<file path="config.mk">
export PLATFORM = sky130hd
export DESIGN_NAME = escaneo_teclado
export DESIGN_NICKNAME = d
export VERILOG_FILES = /design/src/rtl/escaneo_teclado.sv
export SDC_FILE = /design/constraint.sdc
export NUM_CORES = 1
export LEC_CHECK = 0
export ABC_AREA = 0
export BUFFER_PORTS_ARGS = -buffer_cell sky130_fd_sc_hd__buf_2
export CORE_MARGIN = 3
export CORE_UTILIZATION = 50
export DETAILED_ROUTE_END_ITERATION = 8
export PLACE_DENSITY = 0.78
export SETUP_SLACK_MARGIN = 0.4
export SLEW_MARGIN = 20
export SYNTH_ARGS = -nofsm -noshare
export SYNTH_HDL_FRONTEND = slang
export SYNTH_SLANG_ARGS = --single-unit
</file>
<file path="constraint.sdc">
create_clock -name clk -period 1.82 [get_ports clk]
set_input_delay 0.091 -clock clk [delete_from_list [all_inputs] [get_ports clk]]
set_output_delay 0.091 -clock clk [all_outputs]
set_load 0.03 [all_outputs]
</file>
<file path="src/rtl/escaneo_teclado.sv">
// -----------------------------------------------------------------------------
// escaneo_teclado
//   Scan controller for a 4x4 matrix keypad. Walks an active-low one-hot
//   column drive, samples the (pulled-up, active-low) rows through a 2-FF
//   synchronizer, debounces press and release, and reports the confirmed key
//   as {row[1:0], col[1:0]} with a one-cycle strobe.
//
//   Optional feature: define TECLADO_REPEAT_EN to enable auto-repeat of the
//   strobe while a key stays held (REPEAT_DELAY, then every REPEAT_RATE ticks).
//   Without the macro there is exactly one strobe per press.
//
// Parameters
//   SCAN_DIV        clk cycles per scan tick (column dwell), >= 4
//   DEBOUNCE_TICKS  consecutive stable ticks for press and release, >= 1
//   REPEAT_DELAY    ticks from confirm strobe to first repeat (repeat build)
//   REPEAT_RATE     ticks between later repeats, <= REPEAT_DELAY (repeat build)
//
// Ports
//   clk        in   system clock
//   rst        in   synchronous reset, active-high
//   fila_n     in   [3:0] keypad rows, active-low, asynchronous
//   col_n      out  [3:0] column drive, one-hot active-low
//   key_idx    out  [3:0] {row, col} of the last confirmed key
//   key_valid  out  one-cycle strobe: key_idx is new (or repeated)
//   key_held   out  high from confirmed press until confirmed release
// -----------------------------------------------------------------------------
module escaneo_teclado #(
  parameter int SCAN_DIV       = 16,
  parameter int DEBOUNCE_TICKS = 4,
  parameter int REPEAT_DELAY   = 32,
  parameter int REPEAT_RATE    = 8
) (
  input  logic       clk,
  input  logic       rst,
  input  logic [3:0] fila_n,
  output logic [3:0] col_n,
  output logic [3:0] key_idx,
  output logic       key_valid,
  output logic       key_held
);

  localparam int DIV_W = $clog2(SCAN_DIV);
  localparam int CNT_W = $clog2(DEBOUNCE_TICKS + 1);
  localparam logic [DIV_W-1:0] DIV_LAST = DIV_W'(SCAN_DIV - 1);
  localparam logic [CNT_W-1:0] DEB_LAST = CNT_W'(DEBOUNCE_TICKS);

  typedef enum logic [1:0] {
    ST_SCAN,
    ST_DEBOUNCE,
    ST_HELD,
    ST_RELEASE
  } state_t;

  state_t           state_q,     state_d;
  logic [3:0]       fila_meta_q, fila_meta_d;
  logic [3:0]       fila_sync_q, fila_sync_d;
  logic [DIV_W-1:0] div_q,       div_d;
  logic [1:0]       col_q,       col_d;
  logic [1:0]       row_q,       row_d;
  logic [CNT_W-1:0] cnt_q,       cnt_d;
  logic [3:0]       key_idx_q,   key_idx_d;
  logic             key_valid_q, key_valid_d;
  logic             key_held_q,  key_held_d;

`ifdef TECLADO_REPEAT_EN
  localparam int REP_W = $clog2(REPEAT_DELAY + 1);
  localparam logic [REP_W-1:0] REP_FIRST  = REP_W'(REPEAT_DELAY);
  localparam logic [REP_W-1:0] REP_RELOAD = REP_W'(REPEAT_DELAY - REPEAT_RATE);
  logic [REP_W-1:0] rep_q, rep_d, rep_inc;
`endif

  logic             tick;
  logic [3:0]       rows_low;
  logic             any_low;
  logic [1:0]       low_row;
  logic             cap_low;
  logic [CNT_W-1:0] cnt_inc;
  logic             do_confirm;
  logic             do_release;

  assign tick     = (div_q == DIV_LAST);
  assign rows_low = ~fila_sync_q;
  assign any_low  = |rows_low;
  assign cap_low  = rows_low[row_q];
  assign cnt_inc  = cnt_q + CNT_W'(1);

  // Lowest-numbered low row wins when several rows are pressed together.
  always_comb begin
    low_row = 2'd0;
    for (int i = 3; i >= 0; i--) begin
      if (rows_low[i]) low_row = 2'(i);
    end
  end

  // NOTE: every signal written here gets a default first, so no path leaves a
  // value unassigned and no latch is inferred.
  always_comb begin
    state_d     = state_q;
    fila_meta_d = fila_n;
    fila_sync_d = fila_meta_q;
    div_d       = tick ? '0 : div_q + DIV_W'(1);
    col_d       = col_q;
    row_d       = row_q;
    cnt_d       = cnt_q;
    key_idx_d   = key_idx_q;
    key_valid_d = 1'b0;
    key_held_d  = key_held_q;
    do_confirm  = 1'b0;
    do_release  = 1'b0;
`ifdef TECLADO_REPEAT_EN
    rep_d       = rep_q;
    rep_inc     = rep_q + REP_W'(1);
`endif

    if (tick) begin
      unique case (state_q)
        ST_SCAN: begin
          if (any_low) begin
            row_d = low_row;
            cnt_d = CNT_W'(1);
            if (DEB_LAST == CNT_W'(1)) do_confirm = 1'b1;
            else                       state_d    = ST_DEBOUNCE;
          end else begin
            col_d = col_q + 2'd1;
          end
        end
        ST_DEBOUNCE: begin
          // Same captured row must remain the winning low row; anything else
          // is treated as bounce and the capture is dropped.
          if (any_low && (low_row == row_q)) begin
            cnt_d = cnt_inc;
            if (cnt_inc == DEB_LAST) do_confirm = 1'b1;
          end else begin
            state_d = ST_SCAN;
            col_d   = col_q + 2'd1;
          end
        end
        ST_HELD: begin
          if (!cap_low) begin
            cnt_d = CNT_W'(1);
            if (DEB_LAST == CNT_W'(1)) do_release = 1'b1;
            else                       state_d    = ST_RELEASE;
          end else begin
`ifdef TECLADO_REPEAT_EN
            // Reload so the next repeat lands REPEAT_RATE ticks later.
            if (rep_inc == REP_FIRST) begin
              key_valid_d = 1'b1;
              rep_d       = REP_RELOAD;
            end else begin
              rep_d = rep_inc;
            end
`endif
          end
        end
        ST_RELEASE: begin
          // Repeat counter is left untouched here, so a re-press resumes it.
          if (cap_low) begin
            state_d = ST_HELD;
          end else begin
            cnt_d = cnt_inc;
            if (cnt_inc == DEB_LAST) do_release = 1'b1;
          end
        end
        default: state_d = ST_SCAN;
      endcase
    end

    if (do_confirm) begin
      key_idx_d   = {row_d, col_q};
      key_valid_d = 1'b1;
      key_held_d  = 1'b1;
      state_d     = ST_HELD;
`ifdef TECLADO_REPEAT_EN
      rep_d       = '0;
`endif
    end

    if (do_release) begin
      key_held_d = 1'b0;
      state_d    = ST_SCAN;
      col_d      = col_q + 2'd1;
`ifdef TECLADO_REPEAT_EN
      rep_d      = '0;
`endif
    end
  end

  // NOTE: sequential state uses non-blocking assignments only, so every flop
  // samples the pre-edge values computed above; reset is synchronous.
  always_ff @(posedge clk) begin
    if (rst) begin
      state_q     <= ST_SCAN;
      fila_meta_q <= 4'hF;
      fila_sync_q <= 4'hF;
      div_q       <= '0;
      col_q       <= 2'd0;
      row_q       <= 2'd0;
      cnt_q       <= '0;
      key_idx_q   <= 4'd0;
      key_valid_q <= 1'b0;
      key_held_q  <= 1'b0;
`ifdef TECLADO_REPEAT_EN
      rep_q       <= '0;
`endif
    end else begin
      state_q     <= state_d;
      fila_meta_q <= fila_meta_d;
      fila_sync_q <= fila_sync_d;
      div_q       <= div_d;
      col_q       <= col_d;
      row_q       <= row_d;
      cnt_q       <= cnt_d;
      key_idx_q   <= key_idx_d;
      key_valid_q <= key_valid_d;
      key_held_q  <= key_held_d;
`ifdef TECLADO_REPEAT_EN
      rep_q       <= rep_d;
`endif
    end
  end

  assign col_n     = ~(4'b0001 << col_q);
  assign key_idx   = key_idx_q;
  assign key_valid = key_valid_q;
  assign key_held  = key_held_q;

endmodule

</file>
==> impl_metrics.tcl, run 1 <==
set metrics [dict create \
    maxSlewViolCount 0 \
    maxCapViolations 0 \
    critPathSlowestCell "dfxtp_1" \
    overflow 0 \
    synth.avg_cell_area_sq_um 9.63 \
    synth_area_sq_mm 0.00127 \
    cp_top_family "compound AO/OA/AOI/OAI gates" \
    drive_gt1_share_pct 42.6 \
    synth-edff-count 0 \
    port_buffers 15 \
    arrival_ps 1970 \
    hold_viol 0 \
    syn-num-nets 145 \
    first_pass_iters 4 \
    drc 0 \
    status "complete, no violations" \
    dieWidth_microns 56.4 \
    p_per_area_mw_per_mm2 607 \
    setup_slack_ps 74.5 \
    ys_seq_area_share_pct 42.5 \
    max_freq_mhz 573 \
    core-area_sq_mm 0.00232 \
    synth_top_area_cell "dfxtp_1" \
    synth-warning-count 0 \
    nets 176 \
    synth_cell_types 42 \
    worstMarginPinSlew_ps 424 \
    cts_tree "done" \
    peakVddDrop_mv 0.697 \
    drt-wirelength-per-cell_microns 13.0 \
    clkLatencyLatePin_ps 330 \
    synth-seq-cells 27 \
    grt_pass1_wl_mm 4.28 \
    min_path_type "primary input to flip-flop" \
    viasPerCell 5.32 \
    gp_congestion 0.802 \
    area_growth_pct 25.1 \
    rrSetupSlack_ps 70 \
    die_y_microns 56.4 \
    cts_sinks 27 \
    antenna_found_initial 0 \
    rsz0062_at_grt "yes" \
    synth_area_leaders "dfxtp_1 43%, ha_1 6.9%, mux2i_1 4.7%" \
    h-tree-depth 1 \
    synthTopCellsByCount "27 x dfxtp_1, 12 x inv_1, 11 x nor2_1" \
    critical_path_required_ps 2050 \
    max_slew_margin_pct 71.7 \
    drt_iter0_drc 28 \
    dp_hpwl_mm 1.62 \
    clk_path_buf_depth 2 \
    rows 17 \
    cp.buffers_inverters 0 \
    crit_chain "nor2b_2, o221a_2, o311a_4, o21ai_2, mux2i_1, nor2_1" \
    cp-end-kind "flip-flop" \
    setup_viol 0 \
    cts_buffers 3 \
    clk_pin_slew_worst_paths_ps 150 \
    cpPeakStageDelay_ps 470 \
    start_util_pct 54.8 \
    dp_worst_setup_slack_ps 51.0 \
    min_period_ps 1750 \
    vias 1011 \
    critical_path_class "flip-flop to flip-flop" \
    p_leak_nw 0.752 \
    async_flop_share_pct 0 \
    fin_crit_sh_pct 95.9 \
    track_usage_pct 16.8 \
    io_pins 16 \
    syn_inst 132 \
    startpoint_type "flip-flop" \
    postRouteAntennaNets 0 \
    grt_max_degree 26 \
    yosys_most_used_dff "dfxtp_1" \
    synth_most_common_cell "dfxtp_1" \
    synth_top_area_share_pct 42.5 \
    cts_root_buf "clkbuf_4" \
    n_antenna_cell 0 \
    fin_worst_skew_ps 6.40 \
    finalSetupTns_ps 0 \
    routed_wl_mm 2.48 \
    first_global_vias 989 \
    die-area_sq_mm 0.00318 \
    cp_max_fo 6 \
]
==> worst paths after layout <==
kind,startpoint,endpoint,cells past startpoint
worst min-delay path,rst,key_idx[3],2
worst max register to register,row_q[1],col_q[1],6
worst max-delay path,row_q[1],col_q[1],6
worst min register to register,fila_meta_q[3],fila_sync_q[3],1
==> flip-flops by register name (all words and copies together) (netlist names), 2 cells and up <==
register,count
state_q,2
col_q,2
fila_meta_q,4
row_q,2
cnt_q,3
key_idx,4
fila_sync_q,4
div_q,4
==> cell usage in the layout (no fill, tap or decap), drive strengths merged, types with 3 or more instances in the layout <==
| cell type | instances |
|---|---|
| dlygate4sd3 | 4 |
| nand3 | 3 |
| inv | 13 |
| ha | 7 |
| nand2 | 7 |
| nor2 | 11 |
| clkbuf | 3 |
| o21ai | 4 |
| mux2i | 6 |
| nor2b | 3 |
| a21oi | 7 |
| or2 | 9 |
| buf | 27 |
| dfxtp | 27 |
==> routing by layer <==
| layer | up-vias | share of wire, % | routed length, microns | global-route usage (%) |
|---|---|---|---|---|
| li1 | 504 | - | - | - |
| met3 | 2 | 4.4 | 108 | 5.06 |
| met4 | 0 | 0.40 | 10 | 3.39 |
| met1 | 487 | 43 | 1060 | 19.1 |
| met2 | 18 | 53 | 1300 | 30.7 |
| met5 | - | 0 | 0 | 0 |
==> power by group <==
part           switching [W]  internal (W)  total (W)
Sequential         0.0000123      0.000605   0.000618
Combinational      0.0000319     0.0000441  0.0000760
Clock               0.000182     0.0000897   0.000272
Total               0.000226      0.000739   0.000965
==> stage by stage <==
| stage | cell area, sq um | power [W] | utilization [%] | std cells | hold slack, ps |
|---|---|---|---|---|---|
| floorplan | 1280 | 0.000667 | - | 132 | 163 |
| global placement | 1380 | 0.000679 | 59.5 | 172 | 276 |
| detailed placement | 1380 | 0.000682 | 59.5 | 172 | 278 |
| CTS | 1580 | 0.000974 | 68.0 | 189 | 149 |
| global route | 1590 | 0.00101 | 68.6 | 190 | 154 |
| finish | 1590 | 0.000965 | 68.6 | 190 | 158 |
==> final cells by class <==
type	count	area [sq um]
clock buffer	3	22.5
clock inverter	1	8.76
fill	185	728
inverter	12	45.0
multi-input combinational	88	719
sequential	27	554
tap	28	35.0
timing repair buffer	31	205
==> what timing repair did <==
item                       4_1_cts  5_1_grt
hold endpoints to repair         4        0
pin swaps                        7        2
setup endpoints to repair       16       17
hold buffers                     4        0
gates resized for setup         16        4
buffers inserted                 9        1
==> cells by family after synthesis <==
family                     after synthesis  share of synthesized area (%)
buffers and inverters                   17                           6.00
xor gates and xnor gates                 3                           2.07
DFF                                     27                           42.5
and+or+nand+nor                         49                           22.0
muxes                                    7                           6.79
AOI/OAI and AO/OA                       22                           13.7
adders and majority gates                7                           6.89
Power figures use the tool's default switching activity.
==> inputs of run 2 (changes only) <==
==> constraint.sdc (replaced) <==
create_clock -name clk -period 1.82 [get_ports clk]
set_input_delay 0.364 -clock clk [delete_from_list [all_inputs] [get_ports clk]]
set_output_delay 0.364 -clock clk [all_outputs]
set_load 0.03 [all_outputs]
==> run 2 against run 1 <==
Flip-flop and latch count unchanged. Critical path depth unchanged. Non-clock buffer count down 1. Clock-buffer cell count unchanged. Sequential power down 0.6%. Worst setup slack worse by 9.4 ps. Via count up 4.1%. Clock skew down 4.9 ps. Sequential share of layout area down 0.60 points. Cell area up 2.7%. Cell count down 0.53%.
==> impl_metrics.tcl, run 2 (synthesis gave the netlist of run 1 again) <==
set metrics [dict create \
    first_global_vias 986 \
    met2WireLength_mm 1.52 \
    core-area_sq_mm 0.00232 \
    peakVddDrop_mv 0.695 \
    timing.rr.start "row_q[0]" \
    clk_path_buf_depth 2 \
    critical_path_class "flip-flop to flip-flop" \
    cts_buffers 3 \
    io_pins 16 \
    p_leak_nw 0.762 \
    nets 175 \
    n_antenna_cell 0 \
    min_path_type "primary input to flip-flop" \
    crit_path_start "row_q[0]" \
    placed_cells 172 \
    drt-wirelength-per-cell_microns 15.2 \
    grt_pass1_wl_mm 4.31 \
    clkLatencyLatePin_ps 340 \
    maxSlewViolCount 0 \
    final_cell_mix "18 x dfxtp_1, 14 x buf_4, 12 x buf_2" \
    fin_cells 189 \
    cts_tree "done" \
    cp_max_fo 5 \
    die_y_microns 56.4 \
    cpPeakStageDelay_ps 380 \
    wl_met3_microns 129 \
    grt_max_degree 26 \
    die-area_sq_mm 0.00318 \
    highest_layer "met4" \
    h-tree-depth 1 \
    drive_gt1_share_pct 49.7 \
    power_w 0.000967 \
    cts_root_buf "clkbuf_4" \
    cts_hold_buf 0 \
    fin_worst_skew_ps 1.51 \
    routed_wl_mm 2.88 \
    track_usage_pct 16.9 \
    drt_iter0_drc 49 \
    crit_chain "and3b_1, o221a_2, o311a_4, o21ai_2, mux2i_1, nor2_1" \
    drc 0 \
    critical_path_required_ps 2060 \
    rsz0062_at_grt "yes" \
    finalSetupTns_ps 0 \
    max_freq_mhz 570 \
    viasPerCell 5.57 \
    fin_crit_sh_pct 96.4 \
    area_growth_pct 28.4 \
    maxCapViolations 0 \
    dp_hpwl_mm 1.62 \
    status "complete, no violations" \
    overflow 0 \
    postRouteAntennaNets 0 \
    arrival_ps 1990 \
    startpoint_type "flip-flop" \
    antenna_found_initial 0 \
    setup_viol 0 \
    clk_pin_slew_worst_paths_ps 150 \
    critPathSlowestCell "dfxtp_4" \
    dieWidth_microns 56.4 \
    start_util_pct 54.8 \
    min_from "fila_n[3]" \
    vias 1052 \
    worstMarginPinSlew_ps 418 \
    p_per_area_mw_per_mm2 592 \
    cts_sinks 27 \
    first_pass_iters 4 \
    layout_commonest_cell "dfxtp_1" \
    min_period_ps 1750 \
    routedLengthMet1_mm 1.14 \
    cp-end-kind "flip-flop" \
    max_slew_margin_pct 72.2 \
    port_buffers 15 \
    rows 17 \
    gp_congestion 0.802 \
    hold_viol 0 \
]
run 2: area by class of cell:
type                            count  area (sq um)
Clock buffer                        3          22.5
Clock inverter                      1          8.76
Fill cell                         168           686
Inverter                           12          50.0
Multi-Input combinational cell     88           747
Sequential cell                    27           559
Tap cell                           28          35.0
Timing Repair Buffer               30           210
run 2: power breakdown:
group / internal, W / switching, W / total [W]
sequential: 0.000602 / 0.0000123 / 0.000614
combinational: 0.0000385 / 0.0000318 / 0.0000703
clock: 0.0000901 / 0.000192 / 0.000282
total: 0.000731 / 0.000236 / 0.000967
run 2: critical path: cells and delay by family (launching register included):
family,cells,cell delay (ps)
simple gates,2,220
compound gates,3,810
mux,1,240
flops,1,380
run 2: layer usage:
metal | GRT usage (%) | vias up
met5 | 0 | -
met3 | 5.06 | 10
li1 | - | 505
met2 | 30.4 | 24
met4 | 3.39 | 0
met1 | 19.6 | 513
run 2: final timing paths:
kind               endpoint  slack, ps  cells past startpoint
max reg2reg        col_q[1]         70                      6
max                col_q[1]         70                      6
min reg2reg  fila_sync_q[3]        430                      1
min          fila_meta_q[3]        190                      2
run 2: what timing repair did:
item	4_1_cts	5_1_grt
endpoints found under the setup margin	19	19
buffers inserted	10	3
pin swaps	7	3
resized for setup	24	18
run 2: through the flow:
stage	utilization (%)	hold slack [ps]	area (sq um)	worst slack, ps
finish	70.4	189	1630	65.1
global route	70.4	167	1630	-13.3
CTS	67.6	192	1570	97.1
detailed placement	59.5	395	1380	51.0
global placement	59.5	397	1380	98.1
floorplan	-	389	1280	121
==> inputs of run 3 (changes only) <==
==> constraint.sdc (replaced) <==
create_clock -name clk -period 1.82 [get_ports clk]
set_input_delay 0.273 -clock clk [delete_from_list [all_inputs] [get_ports clk]]
set_output_delay 0.273 -clock clk [all_outputs]
set_load 0.03 [all_outputs]
==> run 3 against run 2 <==
Critical path depth unchanged. Maximum frequency is 0.85% lower. Clock skew rose by 1.8 ps. Clock power about the same. Via count fell by 4.0%. Cell count decreased by 0.53%. Sequential power about the same. Non-clock buffer count shrank 1. Total power down 0.44%. Register-to-register slack got worse by 20 ps. Core utilization down 0.49 points.
==> impl_metrics.tcl, run 3 (synthesis gave the netlist of run 1 again) <==
set metrics [dict create \
    placed_cells 172 \
    layout_commonest_cell "dfxtp_1" \
    arrival_ps 2000 \
    setup_viol 0 \
    switching_share_pct 24.2 \
    critical_path_class "flip-flop to flip-flop" \
    dieWidth_microns 56.4 \
    timing.hold.ws_ps 108 \
    grt_pass1_wl_mm 4.28 \
    start_util_pct 54.8 \
    drc 0 \
    cts_tree "done" \
    rows 17 \
    cts_buffers 3 \
    worstMarginPinSlew_ps 404 \
    h-tree-depth 1 \
    first_global_vias 981 \
    maxCapViolations 0 \
    core-area_sq_mm 0.00232 \
    cts_sinks 27 \
    cts_root_buf "clkbuf_4" \
    crit_path_start "row_q[0]" \
    viasPerCell 5.37 \
    fin_cells 188 \
    min_path_type "primary input to flip-flop" \
    fin_crit_sh_pct 97.3 \
    clk_pin_slew_worst_paths_ps 150 \
    track_usage_pct 16.8 \
    grt_max_degree 26 \
    min_period_ps 1770 \
    antenna_found_initial 0 \
    nets 174 \
    final_cell_mix "18 x dfxtp_1, 14 x buf_4, 12 x buf_2" \
    min_from "fila_n[3]" \
    comb_power_share_pct 7.2 \
    die_y_microns 56.4 \
    critical_path_required_ps 2050 \
    clkLatencyLatePin_ps 330 \
    p_leak_nw 0.755 \
    area_growth_pct 27.6 \
    p_int_w 0.000730 \
    clockPowerShare_pct 29.0 \
    p_per_area_mw_per_mm2 594 \
    routed_wl_mm 2.61 \
    drive_gt1_share_pct 48.8 \
    cp_max_fo 5 \
    hold_viol 0 \
    maxSlewViolCount 0 \
    status "complete, no violations" \
    power_w 0.000963 \
    postRouteAntennaNets 0 \
    first_pass_iters 4 \
    num-fill-cells 172 \
    timing.rr.start "row_q[0]" \
    peakVddDrop_mv 0.702 \
    fin_worst_skew_ps 3.33 \
    gp_congestion 0.802 \
    placed_cell_area_sq_mm 0.00138 \
    cp-end-kind "flip-flop" \
    vias 1010 \
    n_antenna_cell 0 \
    die-area_sq_mm 0.00318 \
    rsz0062_at_grt "yes" \
    port_buffers 15 \
    finalSetupTns_ps 0 \
    io_pins 16 \
    drt-wirelength-per-cell_microns 13.9 \
    startpoint_type "flip-flop" \
    overflow 0 \
    power_switching_w 0.000233 \
    max_slew_margin_pct 73.1 \
    max_freq_mhz 565 \
    design_area_sq_mm 0.00162 \
    drt_iter0_drc 31 \
    power_frac_seq_pct 63.8 \
    dp_hpwl_mm 1.62 \
    clk_path_buf_depth 2 \
    cts_hold_buf 0 \
]
run 3: cell count changes in the layout (fill, tap and decap cells not counted):
cell	change
buf_6	-1
inv_2	-1
inv_1	+1
run 3: final cells by class:
| cell class | instances | area, sq um | share of cell area [%] |
|---|---|---|---|
| multi-input cells | 88 | 747 | 46.1 |
| flip-flops and latches | 27 | 559 | 34.5 |
| repair buffers | 29 | 199 | 12.3 |
| inverters | 12 | 50.0 | 3.09 |
| well taps | 28 | 35.0 | 2.16 |
| clock buffers | 3 | 22.5 | 1.39 |
| clock inverters | 1 | 8.76 | 0.540 |
run 3: layer usage:
metal	vias to the layer above	global-route usage [%]	wire length (microns)
met5	-	0	0
met1	490	19.2	1160
met4	0	3.39	35
met2	14	30.5	1320
li1	502	-	-
met3	4	5.06	83
run 3: critical path: stages (launching register included):
cell	delay (ps)
dfxtp_4	380
and3b_1	170
o221a_2	260
o311a_4	330
o21ai_2	220
mux2i_1	240
nor2_1	50
run 3: path summary, 6_finish.rpt:
check                                      end  cells after the start  slack (ps)
worst max register to register        col_q[1]                      6          50
worst min-delay path            fila_meta_q[3]                      2         110
worst min register to register  fila_sync_q[3]                      1         430
worst max-delay path                  col_q[1]                      6          50
run 3: timing repair:
action / in CTS / in global routing
endpoints found under the setup margin: 19 / 19
gates cloned: 0 / 0
buffers inserted: 10 / 2
pin swaps: 7 / 3
gates resized for setup: 19 / 22
run 3: power by group through the flow:
stage / clock network [W] / registers, W / logic (W)
after global placement: 0 / 0.000629 / 0.0000508
after CTS: 0.000283 / 0.000617 / 0.0000668
after global routing: 0.000306 / 0.000617 / 0.0000773
final: 0.000280 / 0.000614 / 0.0000689
after floorplan: 0 / 0.000627 / 0.0000405
after detailed placement: 0 / 0.000629 / 0.0000523
run 3: metrics by stage:
| stage | util, % | setup slack (ps) |
|---|---|---|
| after floorplan | - | 121 |
| after global placement | 59.5 | 98.1 |
| after detailed placement | 59.5 | 51.0 |
| after CTS | 66.9 | 97.1 |
| after global routing | 69.9 | -1.69 |
| final | 69.9 | 50.0 |
